`src/rtl/rv_fetch_ctrl.sv`:
```
// rv_fetch_ctrl -- instruction-fetch sequencer between the instruction memory
// bus and rv_fetch_buf.
//
// Issues one 32-bit word request at a time and pushes the returned halfwords
// into the fetch buffer: a double push normally, or a single push (upper
// halfword only) when the fetch address is halfword-misaligned after a
// redirect. A redirect that arrives while a request is outstanding parks the
// sequencer in DROP until the in-flight response is acked and discarded.
// Requests are only issued when the buffer guarantees room for two halfwords.
//
// Ports:
//   i_clk, i_reset        clock, synchronous active-high reset
//   i_branch, i_branch_pc redirect pulse and halfword target address
//   o_mem_req, o_mem_addr word request and word address (state-only decode)
//   i_mem_ack, i_mem_data request accepted, returned word (same cycle)
//   o_push_single/double  buffer push strobes (combinational from the ack)
//   o_data_lo, o_data_hi  halves of i_mem_data
//   i_buf_not_full        buffer has >= 2 free halfwords next cycle
//   o_buf_flush, o_buf_pc buffer reset and the PC it restarts from
//
// Optional feature: define RV_FETCH_CTRL_STATS_EN to add the 32-bit wrapping
// counters o_cnt_fetch, o_cnt_drop and o_cnt_stall.

module rv_fetch_ctrl #(
    parameter int          IADDR_SPACE_BITS = 16,
    parameter int unsigned RESET_ADDR       = 0
) (
    input  logic                          i_clk,
    input  logic                          i_reset,
    input  logic                          i_branch,
    input  logic [IADDR_SPACE_BITS-1:1]   i_branch_pc,
    output logic                          o_mem_req,
    output logic [IADDR_SPACE_BITS-1:2]   o_mem_addr,
    input  logic                          i_mem_ack,
    input  logic [31:0]                   i_mem_data,
    output logic                          o_push_single,
    output logic                          o_push_double,
    output logic [15:0]                   o_data_lo,
    output logic [15:0]                   o_data_hi,
    input  logic                          i_buf_not_full,
    output logic                          o_buf_flush,
    output logic [IADDR_SPACE_BITS-1:1]   o_buf_pc
`ifdef RV_FETCH_CTRL_STATS_EN
    ,
    output logic [31:0]                   o_cnt_fetch,
    output logic [31:0]                   o_cnt_drop,
    output logic [31:0]                   o_cnt_stall
`endif
);

    typedef enum logic [1:0] {
        S_FLUSH,
        S_FETCH,
        S_STALL,
        S_DROP
    } state_t;

    // Reset target in halfword units; bit 0 of the byte address is dropped.
    localparam logic [31:0]                 RESET_ADDR_W = RESET_ADDR;
    localparam logic [IADDR_SPACE_BITS-1:1] RESET_PC     = RESET_ADDR_W[IADDR_SPACE_BITS-1:1];
    localparam logic [IADDR_SPACE_BITS-1:2] WORD_ONE     = {{(IADDR_SPACE_BITS-3){1'b0}}, 1'b1};

    state_t                        state;
    logic [IADDR_SPACE_BITS-1:1]   fetch_pc;
    logic [IADDR_SPACE_BITS-1:1]   target;
    logic                          push;

    // An ack in FETCH delivers data; a coincident redirect discards it.
    assign push          = (state == S_FETCH) && i_mem_ack && !i_branch;
    assign o_push_single = push &&  fetch_pc[1];
    assign o_push_double = push && !fetch_pc[1];
    assign o_data_lo     = i_mem_data[15:0];
    assign o_data_hi     = i_mem_data[31:16];

    // Request and address decode from registers only, so there is no
    // combinational path from any input to the memory bus.
    assign o_mem_req   = (state == S_FETCH) || (state == S_DROP);
    assign o_mem_addr  = fetch_pc[IADDR_SPACE_BITS-1:2];
    assign o_buf_flush = (state == S_FLUSH);
    assign o_buf_pc    = target;

    always_ff @(posedge i_clk) begin
        // NOTE: sequential state uses non-blocking assignments so every
        // register samples the pre-edge values regardless of statement order.
        if (i_reset) begin
            state    <= S_FLUSH;
            target   <= RESET_PC;
            fetch_pc <= RESET_PC;
        end else begin
            // A redirect always captures its target, whatever the state.
            if (i_branch) begin
                target <= i_branch_pc;
            end

            case (state)
                S_FLUSH: begin
                    fetch_pc <= target;
                    if (!i_branch) begin
                        state <= S_FETCH;
                    end
                end

                S_FETCH: begin
                    if (i_branch) begin
                        // With the ack the response is simply not pushed;
                        // without it the outstanding request must be drained.
                        state <= i_mem_ack ? S_FLUSH : S_DROP;
                    end else if (i_mem_ack) begin
                        // Next fetch is always the following aligned word;
                        // the increment wraps modulo the address space.
                        fetch_pc <= {fetch_pc[IADDR_SPACE_BITS-1:2] + WORD_ONE, 1'b0};
                        state    <= i_buf_not_full ? S_FETCH : S_STALL;
                    end
                end

                S_STALL: begin
                    if (i_branch) begin
                        state <= S_FLUSH;
                    end else if (i_buf_not_full) begin
                        state <= S_FETCH;
                    end
                end

                S_DROP: begin
                    if (i_mem_ack) begin
                        state <= S_FLUSH;
                    end
                end

                default: state <= S_FLUSH;
            endcase
        end
    end

`ifdef RV_FETCH_CTRL_STATS_EN
    logic drop_ack;

    assign drop_ack = i_mem_ack &&
                      ((state == S_DROP) || ((state == S_FETCH) && i_branch));

    always_ff @(posedge i_clk) begin
        if (i_reset) begin
            o_cnt_fetch <= '0;
            o_cnt_drop  <= '0;
            o_cnt_stall <= '0;
        end else begin
            if (push) begin
                o_cnt_fetch <= o_cnt_fetch + 32'd1;
            end
            if (drop_ack) begin
                o_cnt_drop <= o_cnt_drop + 32'd1;
            end
            if (state == S_STALL) begin
                o_cnt_stall <= o_cnt_stall + 32'd1;
            end
        end
    end
`endif

endmodule

```
`config.mk`:
```
export PLATFORM = sky130hd
export DESIGN_NAME = rv_fetch_ctrl
export DESIGN_NICKNAME = d
export VERILOG_FILES = /design/src/rtl/rv_fetch_ctrl.sv
export SDC_FILE = /design/constraint.sdc
export NUM_CORES = 1
export LEC_CHECK = 0
export ABC_CLOCK_PERIOD_IN_PS = 4700
export BUFFER_PORTS_ARGS = -buffer_cell sky130_fd_sc_hd__buf_4
export CAP_MARGIN = 0
export CORE_MARGIN = 5
export CORE_UTILIZATION = 47
export CTS_BUF_LIST = sky130_fd_sc_hd__clkbuf_8 sky130_fd_sc_hd__clkbuf_16
export CTS_CLUSTER_SIZE = 30
export DETAILED_ROUTE_END_ITERATION = 12
export PLACE_DENSITY = 0.87
export SETUP_SLACK_MARGIN = 0.2
export SLEW_MARGIN = 20
export SYNTH_ARGS = -nofsm -noshare
export SYNTH_HDL_FRONTEND = slang
export SYNTH_SLANG_ARGS = --single-unit
```
`constraint.sdc`:
```
create_clock -name i_clk -period 4.7 [get_ports i_clk]
set_clock_uncertainty 0.05 [all_clocks]
set_input_delay 0.235 -clock i_clk [delete_from_list [all_inputs] [get_ports i_clk]]
set_output_delay 0.235 -clock i_clk [all_outputs]
set_load 0.01 [all_outputs]
```
* Yosys cells after proc, flatten, opt, wreduce, memory -nomap -nowiden
Cells that the tools add are included.
** Word-level totals
- Flip-flop bits (word level) :: 32
- Input port bits :: 52
- Output and inout bits :: 65
** Cells by class
- $add $sub $neg :: 1
- Equal/unequal tests :: 9
- Muxes and demuxes :: 12
- Reductions and logical operators :: 11
** Operators with widths (number)
- 15-bit 2-to-1 mux :: 2
- 15-bit case mux with 2 select lines :: 1
- 2-bit 2-to-1 mux :: 8
- 14-bit by 1-bit adder with 14-bit output (second input constant) :: 1
- 2-bit != test (second input constant) :: 4
- 2-bit case mux with 4 select lines :: 1
- 3-bit != test (second input constant) :: 2
- 2-bit == test (second input constant) :: 2
- 1-bit logical AND :: 4
- 4-bit AND reduction :: 1
- 3-bit AND reduction :: 1
- 2-bit by 1-bit == test with 1-bit output (second input constant) :: 1
- 1-bit logical NOT :: 2
- 2-bit logical NOT :: 1
- 2-bit nonzero test :: 1
- 1-bit logical OR :: 1

* Logic depth before layout (Yosys ltp)
Gate-level depths: netlist (run 1).
- Depth in word-level cells :: 4
- Gate-level depth with buffers :: 6
- Gate-level depth less buffers :: 5

* Least setup slack after synthesis (run 1)
No wires, ideal clock.
- Path type :: register to register
- Start point :: reg fetch_pc[2] (netlist name)
- End point :: reg fetch_pc[14] (netlist name)
- Library setup time :: 0.074 ns
- Data arrival time :: 1.380 ns
- Required time :: 4.576 ns
- Setup slack :: 3.195 ns
- Stages on the path, launching flop included :: 6
- Path buffers :: 0
- Period minus slack after synthesis :: 1.505 ns
- Cell sequence :: dfxtp_1 -> ha_1 -> and4_2 -> nand4_1 -> or3_1 -> a31oi_1
** Between the ends
- Longest elaborated chain between the ends :: 4
** RTL lines
- start, declared :: line 64 : logic [IADDR_SPACE_BITS-1:1] fetch_pc;
- start signal, assigned :: line 97 : fetch_pc <= target;
- start signal, assigned :: line 111 : fetch_pc <= {fetch_pc[IADDR_SPACE_BITS-1:2] + WORD_ONE, 1'b0};
- 14-bit by 1-bit adder with 14-bit output :: line 111
- 15-bit 2-to-1 mux :: line 108 : end else if (i_mem_ack) begin
- 15-bit 2-to-1 mux :: line 104 : if (i_branch) begin
- 15-bit case mux with 2 select lines :: line 95 : case (state)
Every way passes these cells. The select of a mux whose other input is x is not followed.
A chain may end at the register's enable or synchronous reset.

* Worst setup path in the final report (run 1)
- Start point :: reg state[0]
- End point :: out o_push_double
** Between the ends
- Longest elaborated chain between the ends :: 4
** RTL lines
- start, declared :: line 63 : state_t state;
- start signal, assigned :: line 107 : state <= i_mem_ack ? S_FLUSH : S_DROP;
- start signal, assigned :: line 112 : state <= i_buf_not_full ? S_FETCH : S_STALL;
- 2-bit by 1-bit == test with 1-bit output :: line 69 : assign push = (state == S_FETCH) && i_mem_ack && !i_branch;
- 1-bit logical AND (2 in a row) :: line 69
- 1-bit logical AND :: line 71 : assign o_push_double = push && !fetch_pc[1];
- end, declared :: line 37 : output logic o_push_double,
Every way passes these cells.

==> key figures, run 1 <==
Outcome
  – Outcome: finished, final reports clean

Global route
  – Vias in the first global route: 1433
  – Global-route wire length before repair: between 6000 and 7000 um
  – Largest net degree at the start of global routing: 32
  – GRT Util Overall: about 16%
  – Grt ovf: 0
  – Initial antenna violation count: 0

Job
  – Max-Cap Viols: 0

Worst setup path
  – Slowest cell delay on critical path: 510 ps
  – Crit-path cells: nand4bb_1, nor2_1, buf_4
  – Type of origin of the critical path: register
  – Buffer and inverter count on the worst path: 1
  – CP arrival: 1650 ps
  – Highest-delay cell along the critical path: dfxtp_1
  – CP max FO: 12
  – Crit path max-delay family: simple AND/OR/NAND/NOR gates
  – CP required: 4410 ps
  – Critical path type: reg -> out
  – Crit path capture type: primary output

STA
  – Rel. slew slack: 62.7%
  – Fmax: 516 MHz
  – Period utilisation layout: 41.2%
  – Final Setup Violations: 0
  – Final setup TNS: 0 ps
  – Tightest Pin Transition: between 500 and 600 ps
  – Hold Fails Final Rpt: 0
  – Min cycle time layout: 1940 ps
  – RSZ-0062 raised after global routing: false
  – Final Max Tran Viols: 0

Drt
  – DRC Markers: 0
  – Vias: around 1600
  – DRT Pass-1 Iters: 4
  – Via-to-Cell Ratio: 5.51
  – Total Wirelength: ~4300 um
  – Routed length per placed instance: between 15 and 20 um
  – Iter 0 DRT Violations: 93
  – Routed Antenna Nets: 0

Clocking
  – Hold Buf Count CTS: 0
  – Clock Pin Slew Worst Setup and Hold Paths: 70 ps
  – Clock root cell: clkbuf_8
  – CTS-repair resized insts: 0
  – Total CTS buffers: 5
  – CTS tree: built
  – H-tree Lvls: 2
  – Clk buf depth: 2
  – Clk_lat worst skew: 290 ps
  – Clock sink total: 32
  – Setup bufs post-CTS: 0

Logic synthesis
  – Synth area leaders: dfxtp_1 33%, buf_4 18%, mux2i_1 8.2%
  – Ys async rst share: 0%
  – Count of cell types in the netlist: between 50 and 60
  – Share of the synthesized area in the top cell type: 32.7%
  – Syn avg cell area: 8.55 um^2
  – Leading area contributor after synthesis: dfxtp_1
  – Number of flops mapped to enable cells by yosys: 0
  – Synth Register Bits: 32
  – Synth Flop Type: dfxtp_1
  – Netlist Area Pre-Place: 1960 um^2
  – Post-Synthesis Cells: 229
  – Yosys warnings: 0
  – Post-synthesis net count: 282
  – Register area share after synthesis: around 33%

Pwr
  – Pleak: 0.945 nW
  – Peak VDD IR: 0.000175 V
  – Pwr/cell area: 319 nW/um^2

Floorplanning
  – Die Span X: 74.5 um
  – CORE AREA: 4030 um^2
  – Die Y: 74.5 um
  – Die area: 5550 um^2
  – Ports: 117
  – Starting Density: around half
  – Rows: 23

Cells and area
  – Final nets: 284
  – Area growth, synth to finish: 7.99%
  – Fin util: 52.5%
  – Share of cells above drive strength 1: between 30% and 40%
  – Commonest non-fill, non-tap cell in the layout: buf_4
  – Antenna diodes: 0
  – Most frequent cells in the layout: 52 x buf_4, 32 x dfxtp_1, 25 x nor2_1

Hold path
  – HP Class: in -> reg

Place
  – Detailed placement HPWL: roughly 3200 um
  – GPL Wtd Cong: between 0.9 and 1
  – PortBufs: 52
## flip-flops by register name (all words and copies together) (netlist names)
register	cells
fetch_pc	15
o_buf_pc	15
state	2
## metrics by stage
step           instances  power (mW)  instance area [um^2]  worst slack (ps)  hold WS, ps
2_1_floorplan        229       0.413                  1960              3200          332
3_3_place_gp         274       0.425                  2010              2910          417
3_5_place_dp         274       0.427                  2010              2870          420
4_1_cts              282       0.679                  2110              2770          130
5_1_grt              282       0.706                  2110              2630          124
6_report             282       0.674                  2110              2760          132
## layer usage
metal	vias to the layer above	global-route usage, %	share of wire [%]
met3	8	5.41	9.2
li1	769	-	-
met5	-	0	0
met2	62	25.7	47
met1	714	19.0	42
met4	0	5.53	1.4
## cell type report
cell class / count / area, um^2
clock inverters: 3 / 38.8
multi-input cells: 136 / 897
well taps: 50 / 62.6
fillers: 390 / 1920
flip-flops and latches: 32 / 641
repair buffers: 52 / 390
clock buffers: 5 / 68.8
inverters: 4 / 15.0
## cell families (layout without fill, tap and decap cells)
logic type	Yosys count	in the layout	share of synthesized area, %
simple gates	75	75	22.0
xor+xnor	1	1	0.448
buf+inv	61	64	21.4
compound gates	42	42	14.1
mux	16	16	8.18
flops	32	32	32.7
fa+ha+maj	2	2	1.15
## worst paths after layout
path / startpoint / endpoint / slack [ps] / cells past startpoint
min reg2reg: o_buf_pc[12] / fetch_pc[12] / 440 / 2
max: state[0] / o_push_double / 2760 / 3
max reg2reg: state[0] / fetch_pc[10] / 2870 / 4
min: i_branch_pc[6] / o_buf_pc[6] / 130 / 3
## power by group
group	internal (mW)	leakage (nW)	switching, mW
sequential	0.289	0.263	0.0206
clock	0.155	0.0593	0.0988
combinational	0.0557	0.623	0.0557
## cells in the mapped netlist (2+ instances only)
cell type / count
buf_4: 46
dfxtp_1: 32
nor2_1: 25
mux2i_1: 16
a21oi_1: 14
nand3_1: 9
o21ai_0: 8
nand2_1: 7
buf_2: 5
a31oi_1: 3
and2_1: 3
clkbuf_1: 3
inv_1: 3
nand4_1: 3
or3_1: 3
a211oi_1: 2
and3_1: 2
and4bb_2: 2
nand2b_1: 2
nor2b_1: 2
nor3_1: 2
nor4_1: 2
o211a_1: 2
o21a_1: 2
## worst reg2reg max path, stage by stage (launching register included)
cell	delay, ps
dfxtp_1	510
nand2b_1	390
nor4_1	460
a211oi_1	110
a211oi_1	230
No activity file was read; power rests on OpenSTA's default activity.
==> run 2, diff against run 1 <==
--- a/config.mk
+++ b/config.mk
@@ -5,15 +5,16 @@
 export SDC_FILE = /design/constraint.sdc
 export NUM_CORES = 1
 export LEC_CHECK = 0
-export ABC_CLOCK_PERIOD_IN_PS = 4700
+export ABC_AREA = 1
+export ABC_CLOCK_PERIOD_IN_PS = 1680
 export BUFFER_PORTS_ARGS = -buffer_cell sky130_fd_sc_hd__buf_4
 export CAP_MARGIN = 0
 export CORE_MARGIN = 5
-export CORE_UTILIZATION = 47
+export CORE_UTILIZATION = 39
 export CTS_BUF_LIST = sky130_fd_sc_hd__clkbuf_8 sky130_fd_sc_hd__clkbuf_16
 export CTS_CLUSTER_SIZE = 30
 export DETAILED_ROUTE_END_ITERATION = 12
-export PLACE_DENSITY = 0.87
+export PLACE_DENSITY = 0.77
 export SETUP_SLACK_MARGIN = 0.2
 export SLEW_MARGIN = 20
 export SYNTH_ARGS = -nofsm -noshare
==> constraint.sdc (replaced) <==
create_clock -name i_clk -period 1.68 [get_ports i_clk]
set_clock_uncertainty 0.05 [all_clocks]
set_input_delay 0.084 -clock i_clk [delete_from_list [all_inputs] [get_ports i_clk]]
set_output_delay 0.084 -clock i_clk [all_outputs]
set_load 0.01 [all_outputs]
==> run 2 against run 1 <==
  * First-iteration DRC count is 75% higher
  * Sequential share of layout area decreased by 3.3 points
  * Hold slack worse by 89 ps
  * Area after synthesis decreased by 0.19%
  * Largest power group unchanged
==> key figures, run 2 <==
Clocking
  – Clock sink total: 32 (unchanged)
  – CTS tree: built
  – H-tree Lvls: 2 (unchanged)
  – Clock Pin Slew Worst Setup and Hold Paths: 70 ps (about the same)
  – Clk_lat worst skew: 290 ps (about the same)
  – Total CTS buffers: 5 (unchanged)
  – Clk buf depth: 2 (unchanged)
  – Clock root cell: clkbuf_8

Logic synthesis
  – Yosys warnings: 0 (unchanged)
  – Ys async rst share: 0% (unchanged)
  – Share of the synthesized area in the top cell type: 32.8% (+0.063 points)
  – Synth Register Bits: 32 (unchanged)
  – Leading cell type by number of instances after synthesis: nor2_1
  – Count of cell types in the netlist: 29 (-47%)
  – Register area share after synthesis: 32.8% (+0.063 points)
  – Synth area leaders: dfxtp_1 33%, buf_4 18%, nor2_1 9.4%
  – Leading area contributor after synthesis: dfxtp_1
  – Syn avg cell area: 6.90 um^2 (-19%)
  – Post-Synthesis Cells: 283 (+24%)
  – Netlist Area Pre-Place: 1950 um^2 (-0.19%)
  – Number of flops mapped to enable cells by yosys: 0 (unchanged)
  – Synth Flop Type: dfxtp_1
  – Synth cell count leaders: 49 x nor2_1, 47 x buf_4, 42 x nand2_1
  – Post-synthesis net count: 336 (+19%)

Pwr
  – Power Total: 2.22 mW (+230%)
  – Switching fraction of total power: 33.0% (+7.0 points)
  – Peak VDD IR: 0.000583 V (+230%)
  – Pwr/cell area: 928 nW/um^2 (+190%)
  – Comb pwr share: 30.6% (+14 points)
  – Clock network fraction of total power: 27.0% (-11 points)
  – Pint: 1.48 mW (+200%)
  – Power share of the sequential group: 42.4% (-3.4 points)
  – P_sw: 0.732 mW (+320%)
  – Pleak: 1.04 nW (+11%)

Global route
  – Largest net degree at the start of global routing: 26 (-19%)
  – Initial antenna violation count: 0 (unchanged)
  – Vias in the first global route: 1900 (+33%)
  – GRT Util Overall: 17.1% (+1.4 points)
  – Grt ovf: 0 (unchanged)
  – Global-route wire length before repair: 8810 um (+32%)

Floorplanning
  – Die Span X: 80.8 um (+8.4%)
  – Starting Density: 40.8% (-7.8 points)
  – Rows: 25 (+8.7%)
  – Ports: 117 (unchanged)
  – CORE AREA: 4790 um^2 (+19%)
  – Die Y: 80.8 um (+8.4%)
  – Die area: 6520 um^2 (+17%)

STA
  – Final Max Tran Viols: 0 (unchanged)
  – Final setup TNS: 0 ps (unchanged)
  – Hold Fails Final Rpt: 0 (unchanged)
  – RSZ-0062 raised after global routing: true
  – Min cycle time layout: 1450 ps
  – Worst setup margin: 233 ps (-2530 ps)
  – Tightest Pin Transition: 366 ps (-194 ps)
  – Final Setup Violations: 0 (unchanged)
  – Period utilisation layout: 86.1%
  – Rel. slew slack: 75.6% (+13 points)
  – Fin Hold WS: 42.1 ps (-89.4 ps)
  – Fmax: about 690 MHz

Cells and area
  – Most frequent cells in the layout: 61 x buf_4, 44 x nor2_1, 41 x nand2_1
  – Fill cells: 461 (+18%)
  – Final nets: 363 (+28%)
  – Commonest non-fill, non-tap cell in the layout: buf_4
  – Antenna diodes: 0 (unchanged)
  – Area growth, synth to finish: 22.3%
  – Share of cells above drive strength 1: 28.3% (-1.9 points)
  – Layout Cells excl Fill: 378 (+34%)

Worst setup path
  – CP arrival: 1580 ps (-70 ps)
  – Reg-to-Reg Start: fetch_pc[6]
  – Crit path max-delay family: simple AND/OR/NAND/NOR gates
  – CP max FO: 5 (-7)
  – Worst setup path start: fetch_pc[6]
  – Buffer and inverter count on the worst path: 0 (-1)
  – Highest-delay cell along the critical path: dfxtp_1
  – Type of origin of the critical path: register
  – Crit path capture type: register
  – Slowest cell delay on critical path: 430 ps (-80 ps)
  – Crit-path cells: nand2_1, nor2_2, nand2_1, o21ai_0, nand2_2, a21oi_1, nor2_1
  – Critical path type: reg -> reg
  – CP required: 1810 ps (-2600 ps)
  – CP most frequent cell: nand2_1

Drt
  – Routed Antenna Nets: 0 (unchanged)
  – Via-to-Cell Ratio: 4.86 (-12%)
  – Iter 0 DRT Violations: 163 (+75%)
  – Routed length per placed instance: 13.5 um (-12%)
  – Vias: 1838 (+18%)
  – DRC Markers: 0 (unchanged)
  – DRT Pass-1 Iters: 4 (unchanged)
  – Total Wirelength: 5090 um (+19%)

Place
  – Place WS: 130 ps (-2740 ps)
  – Detailed placement HPWL: 3480 um (+10%)
  – PortBufs: 52 (unchanged)
  – GPL Wtd Cong: 0.850 (-7.4%)
  – Dpl cells: 352 (+28%)

Hold path
  – HP Class: in -> reg
  – Hold Startpoint: i_branch_pc[4]

Outcome
  – Outcome: finished, final reports clean

Job
  – Max-Cap Viols: 0 (unchanged)
-- run 2: cell types whose count changed after synthesis, sizes merged, moves of 5 or more --
cell / delta
nand2: +37
inv: +15
mux2i: -16
nor2: +25
o21ai: +28
and2: -5
-- run 2: metrics by stage --
| stage | cell area, um^2 | utilization (%) |
|---|---|---|
| 3_5_place_dp | 2080 | 43.4 |
| 2_1_floorplan | 1950 | - |
| 3_3_place_gp | 2080 | 43.4 |
| 5_1_grt | 2390 | 49.9 |
| 4_1_cts | 2330 | 48.7 |
| 6_report | 2390 | 49.9 |
-- run 2: cell families after synthesis --
group	count (synthesis)	share of synthesized area (%)
xor+xnor	5	2.24
simple gates	112	25.1
flops	32	32.8
fa+ha+maj	1	0.641
buf+inv	75	23.9
compound gates	58	15.3
-- run 2: power by group through the flow --
stage / combinational, mW / sequential (mW) / clock (mW)
floorplan: 0.499 / 0.946 / 0
global placement: 0.601 / 0.949 / 0
detailed placement: 0.614 / 0.950 / 0
CTS: 0.656 / 0.934 / 0.611
global route: 0.759 / 0.959 / 0.638
finish: 0.679 / 0.940 / 0.598
-- run 2: routing by layer --
layer / routed length, um / vias to the layer above / share of wire (%) / GRT usage, %
met2: 2470 / 56 / 49 / 27.5
met5: 0 / - / 0 / 0
met1: 2100 / 842 / 41 / 20.3
li1: - / 920 / - / -
met3: 381 / 20 / 7.5 / 5.43
met4: 131 / 0 / 2.6 / 8.95
-- run 2: worst paths after layout --
| check | end | slack [ps] | cells past startpoint |
|---|---|---|---|
| worst max-delay path | fetch_pc[11] | 230 | 7 |
| worst max register to register | fetch_pc[11] | 230 | 7 |
| worst min-delay path | o_buf_pc[4] | 40 | 3 |
| worst min register to register | o_buf_pc[4] | 440 | 2 |
-- run 2: repair_timing --
| item | 4_1_cts | 5_1_grt |
|---|---|---|
| gates resized for setup | 3 | 12 |
| gates cloned | 0 | 0 |
| pin swaps | 1 | 2 |
| endpoints found under the setup margin | 10 | 28 |
| hold buffers | 15 | 0 |
| buffers inserted | 1 | 2 |
| hold endpoints to repair | 21 | 0 |
-- run 2: worst min-delay path: cells and delay by family --
family	cells	cell delay, ps
buffers and inverters	1	70
AO/OA/AOI/OAI	2	180
-- run 2: layout make-up --
type	instances	area (um^2)	share of cell area, %
inverters	19	75.1	3.14
flip-flops and latches	32	644	27.0
repair buffers	76	608	25.5
well taps	67	83.8	3.51
clock buffers	6	82.6	3.46
clock inverters	2	7.51	0.314
multi-input cells	176	887	37.1
==> run 3, diff against run 2 <==
--- a/config.mk
+++ b/config.mk
@@ -5,7 +5,6 @@
 export SDC_FILE = /design/constraint.sdc
 export NUM_CORES = 1
 export LEC_CHECK = 0
-export ABC_AREA = 1
 export ABC_CLOCK_PERIOD_IN_PS = 1680
 export BUFFER_PORTS_ARGS = -buffer_cell sky130_fd_sc_hd__buf_4
 export CAP_MARGIN = 0
@@ -14,7 +13,7 @@
 export CTS_BUF_LIST = sky130_fd_sc_hd__clkbuf_8 sky130_fd_sc_hd__clkbuf_16
 export CTS_CLUSTER_SIZE = 30
 export DETAILED_ROUTE_END_ITERATION = 12
-export PLACE_DENSITY = 0.77
+export PLACE_DENSITY = 0.84
 export SETUP_SLACK_MARGIN = 0.2
 export SLEW_MARGIN = 20
 export SYNTH_ARGS = -nofsm -noshare
==> run 3 against run 2 <==
  * Core utilization grew 1.6 points
  * Routed wire length grew 1.0%
  * Power shrank 14%
  * Combinational power shrank 40%
==> key figures, run 3 (same netlist as run 1, synthesis figures left out) <==
Outcome
  – Outcome: finished, final reports clean

Drt
  – DRT Pass-1 Iters: 4 (unchanged)
  – Total Wirelength: 5140 um (+1.0%)
  – Iter 0 DRT Violations: 109 (-33%)
  – Routed Antenna Nets: 0 (unchanged)
  – DRC Markers: 0 (unchanged)
  – Vias: 1722 (-6.3%)
  – Via-to-Cell Ratio: 5.22 (+7.3%)
  – Routed length per placed instance: 15.6 um (+16%)

Pwr
  – Power share of the sequential group: 45.3% (+2.9 points)
  – Pint: 1.39 mW (-6.5%)
  – Power Total: 1.90 mW (-14%)
  – Pwr/cell area: 770 nW/um^2 (-17%)
  – P_sw: 0.510 mW (-30%)
  – Comb pwr share: 21.4% (-9.2 points)
  – Pleak: 1.10 nW (+5.0%)
  – Switching fraction of total power: 26.9% (-6.1 points)
  – Clock network fraction of total power: 33.3% (+6.3 points)
  – Peak VDD IR: 0.000492 V (-16%)

STA
  – Worst setup margin: 159 ps (-74.5 ps)
  – Final setup TNS: 0 ps (unchanged)
  – Fmax: 657 MHz (-4.9%)
  – Tightest Pin Transition: 273 ps (-92.7 ps)
  – Hold Fails Final Rpt: 0 (unchanged)
  – Final Max Tran Viols: 0 (unchanged)
  – RSZ-0062 raised after global routing: true
  – Min cycle time layout: 1520 ps (+74.5 ps)
  – Period utilisation layout: 90.6% (+4.4 points)
  – Fin Hold WS: 5.84 ps (-36.3 ps)
  – Rel. slew slack: 81.8% (+6.2 points)
  – Final Setup Violations: 0 (unchanged)

Place
  – PortBufs: 52 (unchanged)
  – GPL Wtd Cong: 0.890 (+4.8%)
  – Placed cell area: 2120 um^2 (+2.1%)
  – Dpl cells: 303 (-14%)
  – Place WS: 49.4 ps (-80.9 ps)
  – Detailed placement HPWL: 3560 um (+2.2%)

Worst setup path
  – Slowest cell delay on critical path: 370 ps (-60 ps)
  – R2R setup slack: 160 ps (-70 ps)
  – Critical path type: reg -> reg
  – Worst path depth: 5 (-2)
  – RR Endpoint: fetch_pc[14]
  – CP required: 1840 ps (+30 ps)
  – FF-to-FF path depth: 5 (-2)
  – Worst setup path start: fetch_pc[3]
  – Crit path max-delay family: simple AND/OR/NAND/NOR gates
  – Crit-path cells: ha_4, and4_4, nand4_1, or3_1, a31oi_1
  – CP max FO: 5 (unchanged)
  – Critical Path End: fetch_pc[14]
  – Type of origin of the critical path: register
  – CP arrival: 1680 ps (+100 ps)
  – Buffer and inverter count on the worst path: 0 (unchanged)
  – Highest-delay cell along the critical path: dfxtp_4
  – Reg-to-Reg Start: fetch_pc[3]
  – Crit path capture type: register

Floorplanning
  – Die area: 6530 um^2 (+0.17%)
  – CORE AREA: 4790 um^2 (unchanged)
  – Ports: 117 (unchanged)
  – Starting Density: 40.9% (+0.078 points)
  – Die Span X: 80.8 um (about the same)
  – Rows: 25 (unchanged)
  – Die Y: 80.8 um (about the same)

Clocking
  – Clock root cell: clkbuf_8
  – Clock Pin Slew Worst Setup and Hold Paths: 60 ps (about the same)
  – Clock sink total: 32 (unchanged)
  – CTS tree: built
  – H-tree Lvls: 2 (unchanged)
  – Total CTS buffers: 5 (unchanged)
  – Clk_lat worst skew: 280 ps (about the same)
  – Clk buf depth: 2 (unchanged)

Cells and area
  – Multi-input logic area: 943 um^2 (+6.3%)
  – Commonest non-fill, non-tap cell in the layout: buf_4
  – Antenna diodes: 0 (unchanged)
  – Area growth, synth to finish: 26.1%
  – Fill cells: 475 (+3.0%)
  – Fin util: 51.6% (+1.6 points)
  – Most frequent cells in the layout: 69 x buf_4, 25 x nor2_1, 23 x dfxtp_1
  – Layout Cells excl Fill: 330 (-13%)
  – Register area: 669 um^2 (+3.9%)
  – Final nets: 316 (-13%)
  – Finished Cell Area: 2470 um^2 (+3.3%)
  – Share of cells above drive strength 1: 39.5% (+11 points)

Global route
  – Initial antenna violation count: 0 (unchanged)
  – GRT met3 Usage: 5.54% (+0.11 points)
  – Vias in the first global route: 1683 (-11%)
  – Gr busiest metal: met2
  – Global-route wire length before repair: 8080 um (-8.3%)
  – Global routing usage on met1: 18.4% (-2.0 points)
  – Largest net degree at the start of global routing: 20 (-23%)
  – GRT Util Overall: 15.9% (-1.2 points)
  – Grt ovf: 0 (unchanged)
  – Met2 usage: 27.3% (-0.14 points)

Hold path
  – HP Class: in -> reg

Job
  – Max-Cap Viols: 0 (unchanged)
==> run 3: final cells by class <==
cell class,count,area share (%)
multi-input combinational,137,38.2
sequential,32,27.1
timing repair buffer,83,26.7
clock buffer,7,3.90
tap,67,3.40
inverter,4,0.609
==> run 3: power groups by stage <==
stage	clock network (mW)	registers (mW)	logic, mW
3_5_place_dp	0	0.875	0.353
4_1_cts	0.640	0.861	0.382
6_report	0.632	0.860	0.407
5_1_grt	0.680	0.869	0.442
3_3_place_gp	0	0.871	0.346
2_1_floorplan	0	0.874	0.283
==> run 3: what timing repair did <==
item	CTS	global route
gates resized for setup	6	21
hold buffers	13	0
setup buffers	0	6
cloned	0	1
endpoints found under the setup margin	17	14
hold endpoints to repair	13	0
pin swaps	0	13
==> run 3: worst min path at each step <==
stage / from / end / slack (ps) / cells past startpoint
after global routing: i_branch_pc[2] / o_buf_pc[2] / 7 / 3
after global placement: i_mem_data[28] / o_data_hi[12] / 120 / 0
final: i_branch_pc[9] / o_buf_pc[9] / 6 / 3
after detailed placement: i_mem_data[28] / o_data_hi[12] / 120 / 0
after CTS: i_branch_pc[9] / o_buf_pc[9] / 0.8 / 3
after floorplan: i_branch_pc[1] / o_buf_pc[1] / 180 / 2
==> run 3: metal layers <==
layer	share of wire [%]	wire, um	up-vias
met4	1.0	53	0
met2	51	2640	68
met5	0	0	-
met3	6.9	354	8
li1	-	-	831
met1	41	2090	815
==> run 3: worst register-to-register path, stage by stage, from the launching register on <==
cell and delay (ps):
dfxtp_4 370, ha_4 160, and4_4 230, nand4_1 120, or3_1 370, a31oi_1 150
